$ cat src/rtl/btn_debounce_pkg.sv
// Shared types and helpers for the push-button debouncer (hold FSM states, counter sizing).
// Hold logic is only built when DEBOUNCE_REPEAT_EN is defined.
package btn_debounce_pkg;

  typedef enum logic [1:0] {
    IDLE,
    WAIT,
    REPEAT
  } hold_state_e;

  localparam logic ST_IDLE_LEVEL = 1'b0;

  function automatic int cnt_width(input int a, input int b);
    return $clog2(((a > b) ? a : b) + 1);
  endfunction

endpackage

$ cat src/rtl/btn_debounce_ch.sv
// One button channel: 2-FF sync, consecutive-stability debounce, registered press/release strobes.
// Level lags the pin by 2+DELAY cycles; optional hold/auto-repeat strobe under DEBOUNCE_REPEAT_EN.
module btn_debounce_ch
  import btn_debounce_pkg::*;
#(
  parameter int DELAY      = 4,
  parameter bit ACTIVE_LOW = 1'b0
`ifdef DEBOUNCE_REPEAT_EN
  ,
  parameter int HOLD_DELAY    = 10,
  parameter int REPEAT_PERIOD = 3
`endif
) (
  input  logic i_clk,
  input  logic i_rst,
  input  logic i_btn,
  output logic o_btn_db,
  output logic o_press,
  output logic o_release,
  output logic o_hold
);

  localparam int CW = cnt_width(DELAY, 0);
  localparam logic [CW-1:0] DLY_LAST = CW'(DELAY - 1);

  logic          x;
  logic          sync1_q, s_q;
  logic          st_q, st_d, st_dly_q;
  logic          press_q, release_q;
  logic [CW-1:0] cnt_q, cnt_d;

  assign x = i_btn ^ ACTIVE_LOW;

  // Any agreeing cycle clears the count, so st only moves after DELAY straight disagreements.
  always_comb begin
    st_d  = st_q;
    cnt_d = '0;
    if (s_q != st_q) begin
      if (cnt_q == DLY_LAST) st_d = s_q;
      else                   cnt_d = cnt_q + CW'(1);
    end
  end

  always_ff @(posedge i_clk or posedge i_rst) begin
    if (i_rst) begin
      sync1_q   <= ST_IDLE_LEVEL;
      s_q       <= ST_IDLE_LEVEL;
      st_q      <= ST_IDLE_LEVEL;
      st_dly_q  <= ST_IDLE_LEVEL;
      cnt_q     <= '0;
      press_q   <= 1'b0;
      release_q <= 1'b0;
    end else begin
      sync1_q   <= x;
      s_q       <= sync1_q;
      st_q      <= st_d;
      cnt_q     <= cnt_d;
      st_dly_q  <= st_q;
      press_q   <= st_q & ~st_dly_q;
      release_q <= ~st_q & st_dly_q;
    end
  end

  assign o_btn_db  = st_q;
  assign o_press   = press_q;
  assign o_release = release_q;

`ifdef DEBOUNCE_REPEAT_EN
  localparam int HW = cnt_width(HOLD_DELAY, REPEAT_PERIOD);
  localparam logic [HW-1:0] HOLD_LAST = HW'(HOLD_DELAY - 1);
  localparam logic [HW-1:0] REP_LAST  = HW'(REPEAT_PERIOD - 1);

  hold_state_e   hst_q;
  logic [HW-1:0] hcnt_q;
  logic          hold_q;

  // Leaving on st_d (not st_q) keeps a hold pulse from landing in the cycle st falls.
  always_ff @(posedge i_clk or posedge i_rst) begin
    if (i_rst) begin
      hst_q  <= IDLE;
      hcnt_q <= '0;
      hold_q <= 1'b0;
    end else begin
      hold_q <= 1'b0;
      case (hst_q)
        IDLE: begin
          if (st_q & ~st_dly_q) begin
            hst_q  <= WAIT;
            hcnt_q <= '0;
          end
        end
        WAIT, REPEAT: begin
          if (!st_d) begin
            hst_q  <= IDLE;
            hcnt_q <= '0;
          end else if (hcnt_q == ((hst_q == WAIT) ? HOLD_LAST : REP_LAST)) begin
            hold_q <= 1'b1;
            hcnt_q <= '0;
            hst_q  <= REPEAT;
          end else begin
            hcnt_q <= hcnt_q + HW'(1);
          end
        end
        default: begin
          hst_q  <= IDLE;
          hcnt_q <= '0;
        end
      endcase
    end
  end

  assign o_hold = hold_q;
`else
  assign o_hold = 1'b0;
`endif

endmodule

$ cat src/rtl/btn_debounce_array.sv
// N_CH independent debounced buttons with press/release strobes; all outputs registered.
// Hold/auto-repeat strobes exist only when DEBOUNCE_REPEAT_EN is defined, otherwise o_hold is 0.
module btn_debounce_array
  import btn_debounce_pkg::*;
#(
  parameter int N_CH          = 4,
  parameter int DELAY         = 1_000_000,
  parameter int ACTIVE_LOW    = 0,
  parameter int HOLD_DELAY    = 50_000_000,
  parameter int REPEAT_PERIOD = 10_000_000
) (
  input  logic            i_clk,
  input  logic            i_rst,
  input  logic [N_CH-1:0] i_btn,
  output logic [N_CH-1:0] o_btn_db,
  output logic [N_CH-1:0] o_press,
  output logic [N_CH-1:0] o_release,
  output logic [N_CH-1:0] o_hold
);

  if (N_CH < 1 || N_CH > 32 || DELAY < 2 || HOLD_DELAY <= DELAY || REPEAT_PERIOD < 2) begin : g_bad_cfg
    $error("btn_debounce_array: illegal parameter combination");
  end

  for (genvar g = 0; g < N_CH; g++) begin : g_ch
    btn_debounce_ch #(
      .DELAY        (DELAY),
      .ACTIVE_LOW   (ACTIVE_LOW != 0)
`ifdef DEBOUNCE_REPEAT_EN
      ,
      .HOLD_DELAY   (HOLD_DELAY),
      .REPEAT_PERIOD(REPEAT_PERIOD)
`endif
    ) u_ch (
      .i_clk    (i_clk),
      .i_rst    (i_rst),
      .i_btn    (i_btn[g]),
      .o_btn_db (o_btn_db[g]),
      .o_press  (o_press[g]),
      .o_release(o_release[g]),
      .o_hold   (o_hold[g])
    );
  end

endmodule
$ cat config.mk
export PLATFORM = sky130hd
export DESIGN_NAME = btn_debounce_array
export DESIGN_NICKNAME = d
export VERILOG_FILES = /design/src/rtl/btn_debounce_pkg.sv /design/src/rtl/btn_debounce_ch.sv /design/src/rtl/btn_debounce_array.sv
export SDC_FILE = /design/constraint.sdc
export NUM_CORES = 1
export LEC_CHECK = 0
export ABC_AREA = 1
export CAP_MARGIN = 10
export CORE_UTILIZATION = 55
export DETAILED_ROUTE_END_ITERATION = 12
export GPL_TIMING_DRIVEN = 0
export PLACE_DENSITY = 0.76
export SLEW_MARGIN = 20
export SYNTH_ARGS = -nofsm -noshare
export SYNTH_HDL_FRONTEND = slang
export SYNTH_SLANG_ARGS = --single-unit
$ cat constraint.sdc
create_clock -name i_clk -period 3.5 [get_ports i_clk]
set_input_delay 0.7 -clock i_clk [delete_from_list [all_inputs] [get_ports i_clk]]
set_output_delay 0.7 -clock i_clk [all_outputs]
set_load 0.02 [all_outputs]
==> impl_metrics.py, run 1 <==
metrics = {
    "outcome": {
        "status": "completed",
    },
    "synthesis": {
        "syn_area_mm2": 0.00538,
        "synth_commonest_cells": "nor2_1, nand2_1, dfrtp_1",
        "syn_area_per_cell_um2": 8.06,
        "synth_top_area_cell": "dfrtp_1",
        "synth_edf_count": 0,
        "syn_inst": 667,
        "seq_area_frac_synth_pct": 48.4,
        "async_reset_ff_share_pct": 100,
        "synth_top_area_share_pct": 48.4,
        "yosysWarnings": 0,
        "synth_most_common_cell": "nor2_1",
        "synthTopCellsByArea": "dfrtp_1, nor2_1, nand2_1",
        "ys_seq_elements": 104,
        "synth_cell_types": 30,
        "ys.flop_type": "dfrtp_1",
    },
    "power_and_ir_drop": {
        "p_leak_nw": 2.60,
        "p_sw_share_pct": 23.2,
        "p_sw_uw": 482,
        "ir_worst_vdd_uv": 237,
        "clkPwrFrac_pct": 36.8,
        "power_frac_comb_pct": 4.2,
        "p_per_area_mw_per_mm2": 349,
        "p_int_mw": 1.60,
        "seq_power_share_pct": 59.0,
    },
    "worst_setup_path": {
        "worstSetupStartpointType": "register",
        "worstSetupPathType": "register to output port",
        "cp_max_fo": 6,
        "cp.arrival_ns": 1.57,
        "end_kind": "output port",
        "required_ns": 2.80,
        "worst_r2r_path_depth": 6,
    },
    "routing": {
        "wl_per_cell_um": 12.1,
        "drc": 0,
        "final_antenna_net_count": 0,
        "drt-initial-drc-count": 215,
        "routed_wl_um": 10100,
        "dr.pass1.iters": 5,
        "num_vias": 4247,
        "vias_per_cell": 5.10,
    },
    "floorplanning": {
        "core_mm2": 0.00937,
        "die_h_um": 101,
        "initial_core_util_pct": 57.4,
        "io-pin-count": 22,
        "fp-row-count": 35,
        "die-area_mm2": 0.0102,
        "fp.dieW_um": 101,
    },
    "timing": {
        "rsz0062_at_grt": "false",
        "fin_hold_ws_ns": 0.360,
        "setup_viol": 0,
        "worst_slack_ns": 1.23,
        "period_share_pct": 65.0,
        "clock_skew_ns": 0.0118,
        "fmax_mhz": 440,
        "tns_ns": 0,
        "finalWorstPathRequiredPeriod_ns": 2.27,
        "slew_violations": 0,
        "finalHoldViolCount": 0,
    },
    "clocking": {
        "clk-insertion-delay-late_ns": 0.37,
        "htreeDepth": 3,
        "cts_sinks": 104,
        "cts_inserted_buffers": 9,
        "cts_tree": "yes",
        "cts-root-buf": "clkbuf_8",
        "clkTransAtPathRegs_ns": 0.09,
        "ctsHoldBuffers": 0,
        "cts_buffer_depth": 2,
        "cts.repair.resized": 0,
        "cts_setup_buffers": 0,
    },
    "finish": {
        "layout-drive-gt1-share_pct": 9.94,
        "n_antenna_cell": 0,
        "fill_cells": 800,
        "instances_no_fill": 833,
        "fin_nets": 709,
        "design_area_mm2": 0.00596,
        "area_growth_syn_to_layout_pct": 10.8,
    },
    "flow_run": {
        "maxCapViolCount": 0,
    },
    "global_routing": {
        "grt_pass1_vias": 3974,
        "gr-total-overflow": 0,
        "grt_max_degree": 77,
        "grtUsageTotal_pct": 21.5,
        "grt_pass1_wl_um": 17200,
        "grt_antenna_before_repair": 0,
    },
    "min_path": {
        "hold_path_class": "register to register",
        "hold_depth": 0,
    },
    "place": {
        "io_buffers": 17,
        "dp_hpwl_um": 7450,
        "placed_cell_area_mm2": 0.00575,
        "place_congestion": 0.917,
        "place_ws_ns": 1.60,
        "dp_cells": 817,
    },
}
-- placed cells by master, fill, tap and decap left out, types with 15 or more instances in the layout --
master,synthesis,final
nand4_1,17,17
xnor2_1,15,15
xor2_1,27,27
inv_1,70,69
clkdlybuf4s50_1,0,17
buf_4,16,16
nand3_1,66,66
nand2_1,108,108
nor2_1,170,170
dfrtp_1,104,104
-- final timing paths --
| check | from | to | slack (ns) |
|---|---|---|---|
| min reg2reg | g_ch[2].u_ch.sync1_q | g_ch[2].u_ch.s_q | 0.36 |
| min | g_ch[2].u_ch.sync1_q | g_ch[2].u_ch.s_q | 0.36 |
| max in group asynchronous | i_rst | g_ch[3].u_ch.cnt_q[3] | 2.19 |
| min in group asynchronous | i_rst | g_ch[2].u_ch.cnt_q[3] | 0.66 |
| max | g_ch[3].u_ch.o_btn_db | o_btn_db[3] | 1.23 |
| max reg2reg | g_ch[3].u_ch.cnt_q[0] | g_ch[3].u_ch.cnt_q[18] | 1.89 |
-- power by group through the flow --
stage	Sequential, mW	Clock [mW]	Combinational, mW
4_1_cts	1.23	0.791	0.0911
5_1_grt	1.23	0.840	0.102
6_report	1.23	0.765	0.0882
2_1_floorplan	1.25	0	0.0637
3_3_place_gp	1.25	0	0.0830
3_5_place_dp	1.25	0	0.0909
-- critical path, stage by stage, from the launching register on --
cell and delay [ns]:
dfrtp_1 0.48, buf_4 0.15, clkdlybuf4s50_1 0.59
-- logic make-up after synthesis --
group / share of synthesized area [%]
other: 0.0697
and+or+nand+nor: 33.6
AOI/OAI and AO/OA: 2.12
xor gates and xnor gates: 7.45
buffers and inverters: 7.45
adders and majority gates: 0.931
DFF: 48.4
-- registers in the layout (all words and copies together), names as in the netlist --
signal	flops
g_ch.u_ch.o_press	4
g_ch.u_ch.o_btn_db	4
g_ch.u_ch.st_dly_q	4
g_ch.u_ch.sync1_q	4
g_ch.u_ch.cnt_q	80
g_ch.u_ch.o_release	4
g_ch.u_ch.s_q	4
-- metrics by stage --
step | util [%] | power (mW)
floorplan | - | 1.31
global placement | 61.0 | 1.33
detailed placement | 61.4 | 1.34
CTS | 63.6 | 2.11
global route | 63.6 | 2.17
finish | 63.6 | 2.08
-- final cells by class --
type,instances,area (um^2),area share (%)
repair buffers,18,198,3.32
well taps,129,161,2.71
clock buffers,10,138,2.31
multi-input cells,476,2380,40.0
clock inverters,6,66.3,1.11
inverters,72,275,4.62
plain buffers,18,130,2.18
flip-flops and latches,104,2600,43.7
-- layer usage --
layer | vias to the layer above | GRT usage, % | wire (um)
met3 | 14 | 3.54 | 397
met5 | - | 0 | 0
met2 | 91 | 37.2 | 5080
met1 | 2008 | 27.3 | 4500
li1 | 2134 | - | -
met4 | 0 | 7.80 | 130
Note: power is estimated with default switching activity, not from simulation.
==> run 2, diff against run 1 <==
==> constraint.sdc (replaced) <==
create_clock -name i_clk -period 1.96 [get_ports i_clk]
set_input_delay 0.392 -clock i_clk [delete_from_list [all_inputs] [get_ports i_clk]]
set_output_delay 0.392 -clock i_clk [all_outputs]
set_load 0.02 [all_outputs]
==> run 2 against run 1 <==
Clock skew down 0.0027 ns. Cell area up 0.48%. Sequential share of layout area down 0.17 points. Register-to-register slack worse by 1.5 ns. Hold slack worse by 0.0029 ns. Wire length up 0.97%. Count of clock-buffer cells in the layout up 1.
==> impl_metrics.py, run 2 (synthesis gave the netlist of run 1 again) <==
metrics = {
    "worst_setup_path": {
        "crit_path_max_incr_delay_ns": 0.58,
        "cpMaxStageDelayCell": "clkdlybuf4s50_1",
        "end_kind": "output port",
        "crit_family": "buffers and inverters",
        "worstSetupStartpointType": "register",
        "critical_path_buf_inv_count": 2,
        "cp.arrival_ns": 1.51,
        "worstSetupPathType": "register to output port",
        "required_ns": 1.57,
        "cp_max_fo": 6,
        "worst_r2r_path_depth": 6,
        "cp.depth": 2,
        "crit_chain": "buf_4 -> clkdlybuf4s50_1",
    },
    "finish": {
        "area_growth_syn_to_layout_pct": 11.3,
        "layout_common_cells": "nor2_1, nand2_1, dfrtp_1",
        "top_register": "g_ch.u_ch.cnt_q",
        "mostFrequentLayoutCell": "nor2_1",
        "n_antenna_cell": 0,
        "design_area_mm2": 0.00598,
        "final_util_pct": 63.9,
        "fin_nets": 711,
        "largest_reg_flops": 80,
        "layout-drive-gt1-share_pct": 10.2,
    },
    "floorplanning": {
        "io-pin-count": 22,
        "initial_core_util_pct": 57.4,
        "fp.dieW_um": 101,
        "die_h_um": 101,
        "fp-row-count": 35,
        "die-area_mm2": 0.0102,
        "core_mm2": 0.00937,
    },
    "power_and_ir_drop": {
        "p_sw_share_pct": 23.0,
        "power_frac_comb_pct": 4.6,
        "seq_power_share_pct": 59.8,
        "p_leak_nw": 2.64,
        "power_mw": 3.67,
        "ir_worst_vdd_uv": 505,
        "p_per_area_mw_per_mm2": 612,
        "p_sw_uw": 843,
        "p_int_mw": 2.82,
        "clkPwrFrac_pct": 35.6,
    },
    "routing": {
        "routed_wl_um": 10200,
        "drc": 0,
        "vias_per_cell": 5.05,
        "drt-initial-drc-count": 183,
        "dr.pass1.iters": 5,
        "final_antenna_net_count": 0,
        "wl_met3_um": 374,
        "num_vias": 4215,
        "routed.top_layer": "met4",
        "wl_per_cell_um": 12.2,
        "met1_length_um": 4730,
        "met2WireLength_um": 4970,
    },
    "min_path": {
        "hold_depth": 0,
        "hold_path_class": "register to register",
    },
    "global_routing": {
        "grt_pass1_wl_um": 18000,
        "grtUsageTotal_pct": 22.6,
        "grt_antenna_before_repair": 0,
        "grt_pass1_vias": 4155,
        "grt_max_degree": 36,
        "gr-total-overflow": 0,
    },
    "timing": {
        "worst_slew_pin_slew_ns": 0.537,
        "slew_violations": 0,
        "relSlewSlack_pct": 64.1,
        "period_share_pct": 96.9,
        "tns_ns": 0,
        "rsz0062_at_grt": "false",
        "finalHoldViolCount": 0,
        "fmax_mhz": 526,
        "setup_viol": 0,
        "clock_skew_ns": 0.00917,
        "finalWorstPathRequiredPeriod_ns": 1.90,
        "worst_slack_ns": 0.0602,
    },
    "clocking": {
        "clk-insertion-delay-late_ns": 0.37,
        "cts_inserted_buffers": 9,
        "cts_buffer_depth": 2,
        "htreeDepth": 3,
        "clkTransAtPathRegs_ns": 0.10,
        "cts_setup_buffers": 0,
        "cts_tree": "yes",
        "cts_sinks": 104,
        "cts-root-buf": "clkbuf_8",
    },
    "place": {
        "placed_cell_area_mm2": 0.00579,
        "io_buffers": 17,
        "place_ws_ns": 0.170,
        "place_congestion": 0.916,
        "dp_hpwl_um": 7810,
    },
    "outcome": {
        "status": "completed",
    },
    "flow_run": {
        "maxCapViolCount": 0,
    },
}
run 2: final timing paths:
check | slack, ns | end | from
worst max-delay path | 0.06 | o_btn_db[2] | g_ch[2].u_ch.o_btn_db
worst min-delay path | 0.36 | g_ch[3].u_ch.s_q | g_ch[3].u_ch.sync1_q
worst max register to register | 0.35 | g_ch[2].u_ch.cnt_q[9] | g_ch[2].u_ch.cnt_q[0]
worst min register to register | 0.36 | g_ch[3].u_ch.s_q | g_ch[3].u_ch.sync1_q
max in group asynchronous | 0.63 | g_ch[1].u_ch.o_btn_db | i_rst
min in group asynchronous | 0.41 | g_ch[3].u_ch.cnt_q[12] | i_rst
run 2: area by class of cell:
class | instances | area [um^2]
timing repair buffer | 20 | 241
sequential | 104 | 2610
multi-input combinational | 476 | 2380
tap | 129 | 161
clock inverter | 5 | 56.3
buffer | 18 | 130
fill | 819 | 3390
clock buffer | 11 | 131
inverter | 72 | 274
run 2: timing repair:
action | in CTS | in global routing
hold buffers | 0 | 0
setup endpoints to repair | 3 | 2
resized for setup | 3 | 2
run 2: power groups by stage:
stage / logic [mW] / clock network [mW] / registers [mW]
6_report: 0.167 / 1.31 / 2.19
3_3_place_gp: 0.150 / 0 / 2.23
2_1_floorplan: 0.114 / 0 / 2.23
4_1_cts: 0.173 / 1.36 / 2.19
5_1_grt: 0.193 / 1.43 / 2.20
3_5_place_dp: 0.173 / 0 / 2.24
run 2: stage by stage:
step                      cells  hold slack, ns
final                       835           0.357
after global routing        835           0.364
after CTS                   835           0.358
after detailed placement    819           0.337
after global placement      816           0.333
after floorplan             670           0.331
run 2: metal layers:
metal	up-vias	track usage (%)
li1	2140	-
met1	1981	28.7
met2	81	37.8
met3	13	4.85
met4	0	8.70
met5	-	0
run 2: worst register-to-register path, delay by kind of cell, from the launching register on:
kind          cells  cell delay [ns]
simple gates      5             0.93
flops             1             0.38
fa+ha+maj         1             0.19
==> run 3, diff against run 2 <==
--- a/config.mk
+++ b/config.mk
@@ -7,10 +7,10 @@
 export LEC_CHECK = 0
 export ABC_AREA = 1
 export CAP_MARGIN = 10
-export CORE_UTILIZATION = 55
+export CORE_UTILIZATION = 35
 export DETAILED_ROUTE_END_ITERATION = 12
 export GPL_TIMING_DRIVEN = 0
-export PLACE_DENSITY = 0.76
+export PLACE_DENSITY = 0.54
 export SLEW_MARGIN = 20
 export SYNTH_ARGS = -nofsm -noshare
 export SYNTH_HDL_FRONTEND = slang
==> run 3 against run 2 <==
Wire length is 3.8% higher. Count of clock-buffer cells in the layout is 1 higher. Fmax is 0.30% higher.
==> impl_metrics.py, run 3 (synthesis gave the netlist of run 1 again) <==
metrics = {
    "routing": {
        "drc": 0,
        "vias_per_cell": 4.68,
        "num_vias": 4166,
        "final_antenna_net_count": 0,
        "dr.pass1.iters": 4,
        "drt-initial-drc-count": 232,
        "routed_wl_um": 10600,
        "wl_per_cell_um": 11.9,
    },
    "timing": {
        "fin_hold_ws_ns": 0.353,
        "fmax_mhz": 528,
        "finalWorstPathRequiredPeriod_ns": 1.89,
        "rsz0062_at_grt": "false",
        "clock_skew_ns": 0.00501,
        "setup_viol": 0,
        "finalHoldViolCount": 0,
        "slew_violations": 0,
        "period_share_pct": 96.6,
    },
    "floorplanning": {
        "die-area_mm2": 0.0159,
        "core_mm2": 0.0148,
        "die_h_um": 126,
        "fp.dieW_um": 126,
        "fp-row-count": 44,
        "io-pin-count": 22,
        "initial_core_util_pct": 36.4,
    },
    "worst_setup_path": {
        "rr_startpoint": "g_ch[3].u_ch.cnt_q[0]",
        "cp.arrival_ns": 1.50,
        "worstSetupStartpointType": "register",
        "required_ns": 1.57,
        "cpMaxStageDelayCell": "clkdlybuf4s50_1",
        "end_kind": "output port",
        "crit_path_max_incr_delay_ns": 0.59,
        "cp-startpoint": "g_ch[0].u_ch.o_btn_db",
        "worstSetupPathType": "register to output port",
        "crit_chain": "buf_4 -> clkdlybuf4s50_1",
        "cp_max_fo": 5,
    },
    "place": {
        "dp_hpwl_um": 7940,
        "place_congestion": 0.954,
        "io_buffers": 17,
    },
    "finish": {
        "area_growth_syn_to_layout_pct": 15.3,
        "n_antenna_cell": 0,
        "final_util_pct": 42.0,
        "layout_common_cells": "nor2_1, nand2_1, dfrtp_1",
        "fin_nets": 712,
        "top_register": "g_ch.u_ch.cnt_q",
        "mostFrequentLayoutCell": "nor2_1",
        "layout-drive-gt1-share_pct": 10.6,
        "largest_reg_flops": 80,
    },
    "global_routing": {
        "grt_antenna_before_repair": 0,
        "grt_pass1_wl_um": 18600,
        "gr-total-overflow": 0,
        "grt_max_degree": 27,
        "grt_pass1_vias": 4048,
        "grtUsageTotal_pct": 14.5,
    },
    "clocking": {
        "cts_setup_buffers": 0,
        "htreeDepth": 3,
        "cts_inserted_buffers": 9,
        "ctsHoldBuffers": 0,
        "clkTransAtPathRegs_ns": 0.07,
        "cts.repair.resized": 2,
        "cts_tree": "yes",
        "cts_sinks": 104,
        "cts_buffer_depth": 2,
        "clk-insertion-delay-late_ns": 0.35,
        "cts-root-buf": "clkbuf_16",
    },
    "flow_run": {
        "maxCapViolCount": 0,
    },
    "power_and_ir_drop": {
        "p_per_area_mw_per_mm2": 683,
        "p_leak_nw": 2.66,
        "ir_worst_vdd_uv": 409,
    },
    "min_path": {
        "hold_start": "g_ch[2].u_ch.sync1_q",
        "hold_path_class": "register to register",
    },
    "outcome": {
        "status": "completed",
    },
}
==> run 3: cell types whose count changed in the layout (fill, tap and decap cells not counted), moves of 2 or more <==
cell,previous run,this run
clkdlybuf4s50_1,14,17
clkbuf_8,9,2
clkbuf_16,0,9
dlymetal6s2s_1,2,0
==> run 3: path summary, 6_finish.rpt <==
| kind | to | slack [ns] | cells after the start |
|---|---|---|---|
| max | o_btn_db[0] | 0.07 | 2 |
| min | g_ch[2].u_ch.s_q | 0.35 | 0 |
| max reg2reg | g_ch[3].u_ch.cnt_q[18] | 0.36 | 6 |
| min reg2reg | g_ch[2].u_ch.s_q | 0.35 | 0 |
| max in group asynchronous | g_ch[0].u_ch.o_press | 0.55 | 6 |
| min in group asynchronous | g_ch[2].u_ch.cnt_q[1] | 0.39 | 2 |
==> run 3: layer usage <==
| metal | GRT usage, % | part of all wire (%) |
|---|---|---|
| met5 | 0 | 0 |
| met4 | 7.23 | 2.4 |
| met3 | 2.38 | 2.8 |
| met2 | 23.2 | 46 |
| met1 | 19.2 | 49 |
==> run 3: where the power goes <==
| group | internal [mW] | switching, mW | total (mW) |
|---|---|---|---|
| registers | 2.17 | 0.0208 | 2.19 |
| clock network | 1.06 | 0.799 | 1.86 |
| logic | 0.0642 | 0.111 | 0.175 |
==> run 3: layout make-up <==
type                            instances  area [um^2]
Inverter                               72          274
Tap cell                              184          230
Buffer                                 18          130
Multi-Input combinational cell        476         2380
Clock inverter                          4         51.3
Clock buffer                           12          256
Timing Repair Buffer                   21          265
Sequential cell                       104         2610
Fill cell                            1514         8560
==> run 3: worst max-delay path, delay by kind of cell (launching register included) <==
kind,cells,cell delay (ns)
flip-flops,1,0.43
buffers and inverters,2,0.72
==> run 3: per-stage QoR <==
| stage | power, mW | worst slack (ns) | cell area, um^2 | std cells | TNS [ns] |
|---|---|---|---|---|---|
| after floorplan | 2.34 | 0.322 | 5390 | 670 | 0 |
| after global placement | 2.39 | -0.763 | 5790 | 871 | -78.46 |
| after detailed placement | 2.42 | 0.108 | 5890 | 875 | 0 |
| after CTS | 4.29 | 0.0363 | 6200 | 891 | 0 |
| after global routing | 4.38 | 0.0155 | 6200 | 891 | 0 |
| final | 4.23 | 0.0659 | 6200 | 891 | 0 |
